<file path="src/rtl/bus_drvr_pkg.sv">
// rtl/bus_drvr_pkg.sv - shared constants and ID extraction for the bus driver endpoint
package bus_drvr_pkg;

  localparam int ID_W = 8;
  localparam logic [ID_W-1:0] BROADCAST_ID = 8'hFF;

  // Widest word id_of() can look at; callers zero-extend narrower words.
  localparam int WORD_MAX_W = 256;

  // The destination ID is the top ID_W bits of a word_w-bit word.
  function automatic logic [ID_W-1:0] id_of(input logic [WORD_MAX_W-1:0] word,
                                            input int unsigned word_w);
    logic [WORD_MAX_W-1:0] shifted;
    shifted = word >> (word_w - ID_W);
    return shifted[ID_W-1:0];
  endfunction

endpackage

</file>
<file path="src/rtl/bus_drvr_fifo.sv">
// rtl/bus_drvr_fifo.sv - show-ahead FIFO with MSB-extended pointers
module bus_drvr_fifo
  import bus_drvr_pkg::*;
#(
  parameter int bits  = 32,
  parameter int depth = 8
) (
  input  logic            clk,
  input  logic            reset,
  input  logic            push,
  input  logic [bits-1:0] din,
  input  logic            pop,
  output logic [bits-1:0] dout,
  output logic            empty,
  output logic            full
);

  localparam int AW = $clog2(depth);

  logic [AW:0]     wr_ptr;
  logic [AW:0]     rd_ptr;
  logic [bits-1:0] mem [depth];
  logic            do_pop;
  logic            do_push;

  assign empty = (wr_ptr == rd_ptr);
  assign full  = (wr_ptr[AW] != rd_ptr[AW]) && (wr_ptr[AW-1:0] == rd_ptr[AW-1:0]);

  // A pop on an empty FIFO is ignored; a push into a full FIFO only lands
  // when the same cycle frees a slot.
  assign do_pop  = pop && !empty;
  assign do_push = push && (!full || do_pop);

  // Head word is shown ahead; forced to zero while empty so stale storage never leaks.
  assign dout = empty ? '0 : mem[rd_ptr[AW-1:0]];

  // Pointer update; wrap is the natural modulo 2*depth of the extended pointer.
  always_ff @(posedge clk or negedge reset) begin
    if (!reset) begin
      wr_ptr <= '0;
      rd_ptr <= '0;
    end else begin
      if (do_push) wr_ptr <= wr_ptr + (AW+1)'(1);
      if (do_pop)  rd_ptr <= rd_ptr + (AW+1)'(1);
    end
  end

  // Storage write; contents need no reset since the empty flag masks them.
  always_ff @(posedge clk) begin
    if (do_push) mem[wr_ptr[AW-1:0]] <= din;
  end

endmodule

</file>
<file path="src/rtl/bus_drvr_endpoint.sv">
// rtl/bus_drvr_endpoint.sv - bus driver endpoint (TX/RX FIFOs, ID filter); optional BUS_DRVR_DROP_CNT_EN
module bus_drvr_endpoint
  import bus_drvr_pkg::*;
#(
  parameter int             bits      = 32,
  parameter int             depth     = 8,
  parameter logic [ID_W-1:0] id        = 8'h00,
  parameter logic [ID_W-1:0] broadcast = BROADCAST_ID
) (
  input  logic            clk,
  input  logic            reset,
  input  logic            tx_push,
  input  logic [bits-1:0] tx_data,
  output logic            tx_full,
  output logic            pndng,
  output logic [bits-1:0] D_pop,
  input  logic            pop,
  input  logic            push,
  input  logic [bits-1:0] D_push,
  output logic            rx_pndng,
  output logic [bits-1:0] rx_data,
  input  logic            rx_pop,
  output logic            rx_ovf
`ifdef BUS_DRVR_DROP_CNT_EN
  ,
  output logic [15:0]     drop_cnt
`endif
);

  logic                  tx_empty;
  logic                  rx_empty;
  logic                  rx_full;
  logic                  rx_hit;
  logic                  rx_drop;
  logic [WORD_MAX_W-1:0] push_word;

  bus_drvr_fifo #(.bits(bits), .depth(depth)) u_tx_fifo (
    .clk   (clk),
    .reset (reset),
    .push  (tx_push),
    .din   (tx_data),
    .pop   (pop),
    .dout  (D_pop),
    .empty (tx_empty),
    .full  (tx_full)
  );

  bus_drvr_fifo #(.bits(bits), .depth(depth)) u_rx_fifo (
    .clk   (clk),
    .reset (reset),
    .push  (rx_hit),
    .din   (D_push),
    .pop   (rx_pop),
    .dout  (rx_data),
    .empty (rx_empty),
    .full  (rx_full)
  );

  assign pndng    = !tx_empty;
  assign rx_pndng = !rx_empty;

  // Zero-extend the bus word so the shared ID helper can handle any width.
  always_comb begin
    push_word            = '0;
    push_word[bits-1:0]  = D_push;
  end

  assign rx_hit  = push && ((id_of(push_word, bits) == id) || (id_of(push_word, bits) == broadcast));
  // Full implies non-empty, so rx_pop alone tells whether a slot frees up.
  assign rx_drop = rx_hit && rx_full && !rx_pop;

  // Sticky overflow flag, cleared only by reset.
  always_ff @(posedge clk or negedge reset) begin
    if (!reset)       rx_ovf <= 1'b0;
    else if (rx_drop) rx_ovf <= 1'b1;
  end

`ifdef BUS_DRVR_DROP_CNT_EN
  logic        tx_drop;
  logic [16:0] drop_sum;

  assign tx_drop  = tx_push && tx_full && !pop;
  assign drop_sum = {1'b0, drop_cnt} + 17'(tx_drop) + 17'(rx_drop);

  // Saturating count of dropped words; TX and RX drops may both land in one cycle.
  always_ff @(posedge clk or negedge reset) begin
    if (!reset)  drop_cnt <= '0;
    else         drop_cnt <= drop_sum[16] ? 16'hFFFF : drop_sum[15:0];
  end
`endif

endmodule
</file>
<file path="config.mk">
export PLATFORM = sky130hd
export DESIGN_NAME = bus_drvr_endpoint
export DESIGN_NICKNAME = d
export VERILOG_FILES = /design/src/rtl/bus_drvr_pkg.sv /design/src/rtl/bus_drvr_fifo.sv /design/src/rtl/bus_drvr_endpoint.sv
export SDC_FILE = /design/constraint.sdc
export NUM_CORES = 1
export LEC_CHECK = 0
export BUFFER_PORTS_ARGS = -buffer_cell sky130_fd_sc_hd__buf_2
export CORE_MARGIN = 3
export CORE_UTILIZATION = 29
export CTS_CLUSTER_SIZE = 28
export DETAILED_ROUTE_END_ITERATION = 12
export PLACE_DENSITY = 0.53
export SLEW_MARGIN = 20
export SYNTH_ARGS = -nofsm -noshare
export SYNTH_HDL_FRONTEND = slang
export SYNTH_HIERARCHICAL = 1
export SYNTH_SLANG_ARGS = --single-unit
</file>
<file path="constraint.sdc">
create_clock -name clk -period 12.8 [get_ports clk]
set_input_delay 2.56 -clock clk [delete_from_list [all_inputs] [get_ports clk]]
set_output_delay 2.56 -clock clk [all_outputs]
set_load 0.01 [all_outputs]
</file>
==> summary.log <==
INFO  outcome        run_status=completed
INFO  sta            max_slew.worst_pin.slew=1060ps
INFO  clocking       clock_tree.buffer_depth=3
INFO  setup_path     critPathMaxStageDelay=830ps
INFO  routing        wirelength=43.9mm
INFO  setup_path     timing.critical_path.fanout_max=46
INFO  placed_design  place.gp.congestion=0.669
INFO  min_path       hold_path.class=flop to flop
INFO  die            die-height=273microns
INFO  pwr            power.share.switching=0.301
INFO  setup_path     criticalPathCategory=flop to output port
INFO  flow_run       cap_viol_max_count=0
INFO  sta            timing.setup.tns=0ps
INFO  setup_path     r2r.worst_path.cells=6
INFO  yosys          postSynthNetCount=1,015
INFO  setup_path     crit_start=u_tx_fifo/rd_ptr[0]
INFO  pwr            clock_power_share=0.292
INFO  placed_design  detailedPlacementHpwl=24.6mm
INFO  pwr            power.combinational.fraction=0.296
INFO  clocking       cts.hold.buffers_added=0
INFO  finish         mostFrequentLayoutCell=sky130_fd_sc_hd__edfxtp_1
INFO  setup_path     worst_ep_arrival_time=3420ps
INFO  sta            timing.final.hold_violations=0
INFO  clocking       tritoncts_sinks=529
INFO  pwr            powerDensity=218nW/um^2
INFO  yosys          yosys_warnings=6
INFO  routing        drt-initial-drc-count=625
INFO  clocking       cts.root.buffer_cell=sky130_fd_sc_hd__clkbuf_16
INFO  die            placement_rows=97
INFO  pwr            sequentialPowerShare=0.413
INFO  routing        num_vias=9,653
INFO  setup_path     crit_slowest_cell=sky130_fd_sc_hd__buf_4
INFO  grt            grt.overflow.total=0
INFO  placed_design  place.port_buffers=137
INFO  clocking       ctsHtreeMaxLevel=2
INFO  sta            slew-limit-headroom=0.294
INFO  sta            skew=20.9ps
INFO  setup_path     timing.critical_path.to=D_pop[6]
INFO  clocking       clk-insertion-delay-late=590ps
INFO  pwr            power.ir.vdd_worst=0.167mV
INFO  pwr            p_int=3.68mW
INFO  sta            fmaxAchievable=167MHz
INFO  finish         final_nets=1,180
INFO  routing        post_drt_via_cell_ratio=4.64
INFO  finish         multiInputGateArea=4600squm
INFO  grt            grt_pass1_wl=66.5mm
INFO  grt            largest_net_degree_at_the_start_of_global_routing=69
INFO  clocking       tritoncts_clock_tree=built
INFO  pwr            power.switching=1.58mW
INFO  finish         mostFrequentLayoutCells=sky130_fd_sc_hd__edfxtp_1 (512), sky130_fd_sc_hd__buf_2 (137), sky130_fd_sc_hd__mux4_2 (128), sky130_fd_sc_hd__nor2_1 (73), sky130_fd_sc_hd__mux2i_1 (64)
INFO  sta            rsz0062_at_grt=false
INFO  setup_path     worstReg2RegEnd=u_tx_fifo/mem[2][15]
INFO  setup_path     ff2ff_setup_slack=9390ps
INFO  die            core_area=70,300squm
INFO  yosys          synth_seq_cells=529
INFO  pwr            leakagePower=7.91nW
INFO  finish         drive_above_1_share=0.353
INFO  pwr            finalPower=5.26mW
INFO  setup_path     worstSetupPathDepth=5
INFO  finish         final_design_area_no_fill=24,200squm
INFO  finish         fillCellCount=6,565
INFO  setup_path     cp_num_buf_inv=2
INFO  setup_path     timing.critical_path.max_delay_family=buffers and inverters
INFO  routing        post_drt_wl_per_cell=21.1microns
INFO  clocking       ctsResizeCount=0
INFO  clocking       post_cts_setup_bufs=0
INFO  yosys          synthesis.instances=941
INFO  yosys          netlist_area=20,600squm
INFO  setup_path     worstSetupEndpointType=output port
INFO  sta            layout_min_cycle_time=5980ps
INFO  grt            number_of_antenna_violations_at_the_first_check_in_global_routing=7
INFO  clocking       clk_transition_reported_paths=70ps
INFO  finish         layout-area-overhead-vs-synth=17.1%
INFO  routing        drt_pre_antenna_iters=4
INFO  finish         seqCellArea=15,800squm
INFO  yosys          synth-seq-area-share=0.765
INFO  die            start_util=0.294
INFO  routing        detail_route.drc_violations=0
INFO  setup_path     setup.worst_path.start_class=flop
INFO  setup_path     critical_path.cell_chain=buf_4 > mux4_2 > mux2i_1 > nor2_1 > buf_2
INFO  grt            grt_usage=0.119
INFO  setup_path     critical_path_required=10,240ps
INFO  placed_design  place_area=22,500squm
INFO  clocking       cts_bufs_inserted=56
INFO  sta            final_cycle_share=0.467
INFO  sta            report.final.setup_viol=0
INFO  grt            grt_pass1_vias=10.3k
INFO  die            pin_count=138
INFO  setup_path     origin_of_the_critical_flop_to_flop_path=u_tx_fifo/rd_ptr[1]
INFO  yosys          yosysUniqueCellTypes=36
INFO  sta            final_slew_violations=0
INFO  yosys          syn-mean-instance-area=21.9squm
INFO  die            die_area=74,400squm
INFO  die            chipWidth=273microns
INFO  routing        route.antenna.remaining_nets=0
==> cells by family (layout without fill, tap and decap cells) <==
logic type,after synthesis,in the layout,synth area share
other,0,1,0
adder cells (fa/ha/maj),4,4,0.00242
buffers and inverters,59,258,0.0167
XOR/XNOR,16,16,0.00824
multiplexers,196,196,0.173
AO/OA/AOI/OAI,12,12,0.00497
flip-flops,529,529,0.765
AND/OR/NAND/NOR,125,125,0.0290
==> area by class of cell <==
class	count	area share
multi-input combinational	353	0.190
clock buffer	72	0.0613
sequential	529	0.654
inverter	5	0.000776
clock inverter	20	0.00937
antenna	1	0.000103
timing repair buffer	161	0.0358
tap	940	0.0486
==> worst min path at each step <==
stage / start / end / slack, ps / cells past startpoint
after floorplan: rx_ovf / rx_ovf / 510 / 2
final: rx_ovf / rx_ovf / 580 / 2
after global placement: rx_ovf / rx_ovf / 550 / 2
after CTS: rx_ovf / rx_ovf / 570 / 2
after global routing: rx_ovf / rx_ovf / 630 / 2
after detailed placement: rx_ovf / rx_ovf / 560 / 2
==> registers in the layout (all words and copies together), names as in the netlist <==
| name | flops |
|---|---|
| u_tx_fifo/mem | 256 |
| u_tx_fifo/wr_ptr | 4 |
| rx_ovf | 1 |
| u_tx_fifo/rd_ptr | 4 |
| u_rx_fifo/rd_ptr | 4 |
| u_rx_fifo/mem | 256 |
| u_rx_fifo/wr_ptr | 4 |
==> per-layer routing <==
layer  vias to the layer above  global-route usage  part of all wire
met3                        69              0.0291             0.056
li1                       4212                   -                 -
met2                       216               0.207              0.51
met1                      5142               0.148              0.41
met4                        14              0.0298             0.018
met5                         -                   0            0.0021
==> per-stage QoR <==
step,util,std cells,hold WS (ps),setup WS (ps)
after floorplan,-,941,511,5610
after global placement,0.320,1988,552,7320
after detailed placement,0.320,1988,559,7260
after CTS,0.344,2080,574,6680
after global routing,0.344,2080,627,6510
final,0.344,2081,577,6820
==> power by group through the flow <==
stage,Clock (mW),Combinational [mW],Sequential (mW)
2_1_floorplan,0,1.17,2.12
4_1_cts,1.59,1.61,2.18
6_report,1.54,1.56,2.17
5_1_grt,1.66,1.71,2.19
3_5_place_dp,0,1.61,2.21
3_3_place_gp,0,1.60,2.21
==> worst min-delay path, cell delays in order, from the launching register on <==
cell,delay [ps]
sky130_fd_sc_hd__dfrtp_1,420
sky130_fd_sc_hd__inv_1,70
sky130_fd_sc_hd__o31ai_2,50
==> Yosys cell counts <==
cell type / instances / area [sq um]
sky130_fd_sc_hd__nor4_2: 2 / 25.0
sky130_fd_sc_hd__mux2i_1: 64 / 641
sky130_fd_sc_hd__nand3_2: 2 / 20.0
sky130_fd_sc_hd__o31ai_1: 2 / 15.0
sky130_fd_sc_hd__a21oi_1: 1 / 5.00
sky130_fd_sc_hd__inv_1: 5 / 18.8
sky130_fd_sc_hd__nand4_1: 6 / 37.5
sky130_fd_sc_hd__ha_1: 4 / 50.1
sky130_fd_sc_hd__o311ai_1: 2 / 17.5
sky130_fd_sc_hd__buf_4: 4 / 30.0
sky130_fd_sc_hd__nor4b_1: 2 / 17.5
sky130_fd_sc_hd__nand3_1: 2 / 10.0
sky130_fd_sc_hd__mux4_2: 128 / 2880
sky130_fd_sc_hd__dfrtp_1: 17 / 425
sky130_fd_sc_hd__and2b_2: 1 / 8.76
sky130_fd_sc_hd__buf_6: 10 / 113
sky130_fd_sc_hd__xnor2_2: 4 / 65.1
sky130_fd_sc_hd__nor4_1: 6 / 37.5
sky130_fd_sc_hd__nand2_1: 13 / 48.8
sky130_fd_sc_hd__nand2b_4: 2 / 27.5
sky130_fd_sc_hd__xor2_1: 2 / 17.5
sky130_fd_sc_hd__mux2_4: 2 / 30.0
sky130_fd_sc_hd__buf_1: 6 / 22.5
sky130_fd_sc_hd__and4_1: 2 / 17.5
sky130_fd_sc_hd__nor2_1: 75 / 282
sky130_fd_sc_hd__nand2b_1: 2 / 12.5
sky130_fd_sc_hd__o21ai_0: 2 / 10.0
sky130_fd_sc_hd__or4_1: 2 / 15.0
sky130_fd_sc_hd__clkbuf_1: 8 / 30.0
sky130_fd_sc_hd__o311ai_0: 2 / 17.5
sky130_fd_sc_hd__buf_2: 26 / 130
sky130_fd_sc_hd__nor3_1: 8 / 40.0
sky130_fd_sc_hd__edfxtp_1: 512 / 15400
sky130_fd_sc_hd__o31ai_2: 3 / 37.5
sky130_fd_sc_hd__mux2_2: 2 / 22.5
sky130_fd_sc_hd__xnor2_1: 10 / 87.6
No activity file was read; power rests on OpenSTA's default activity.
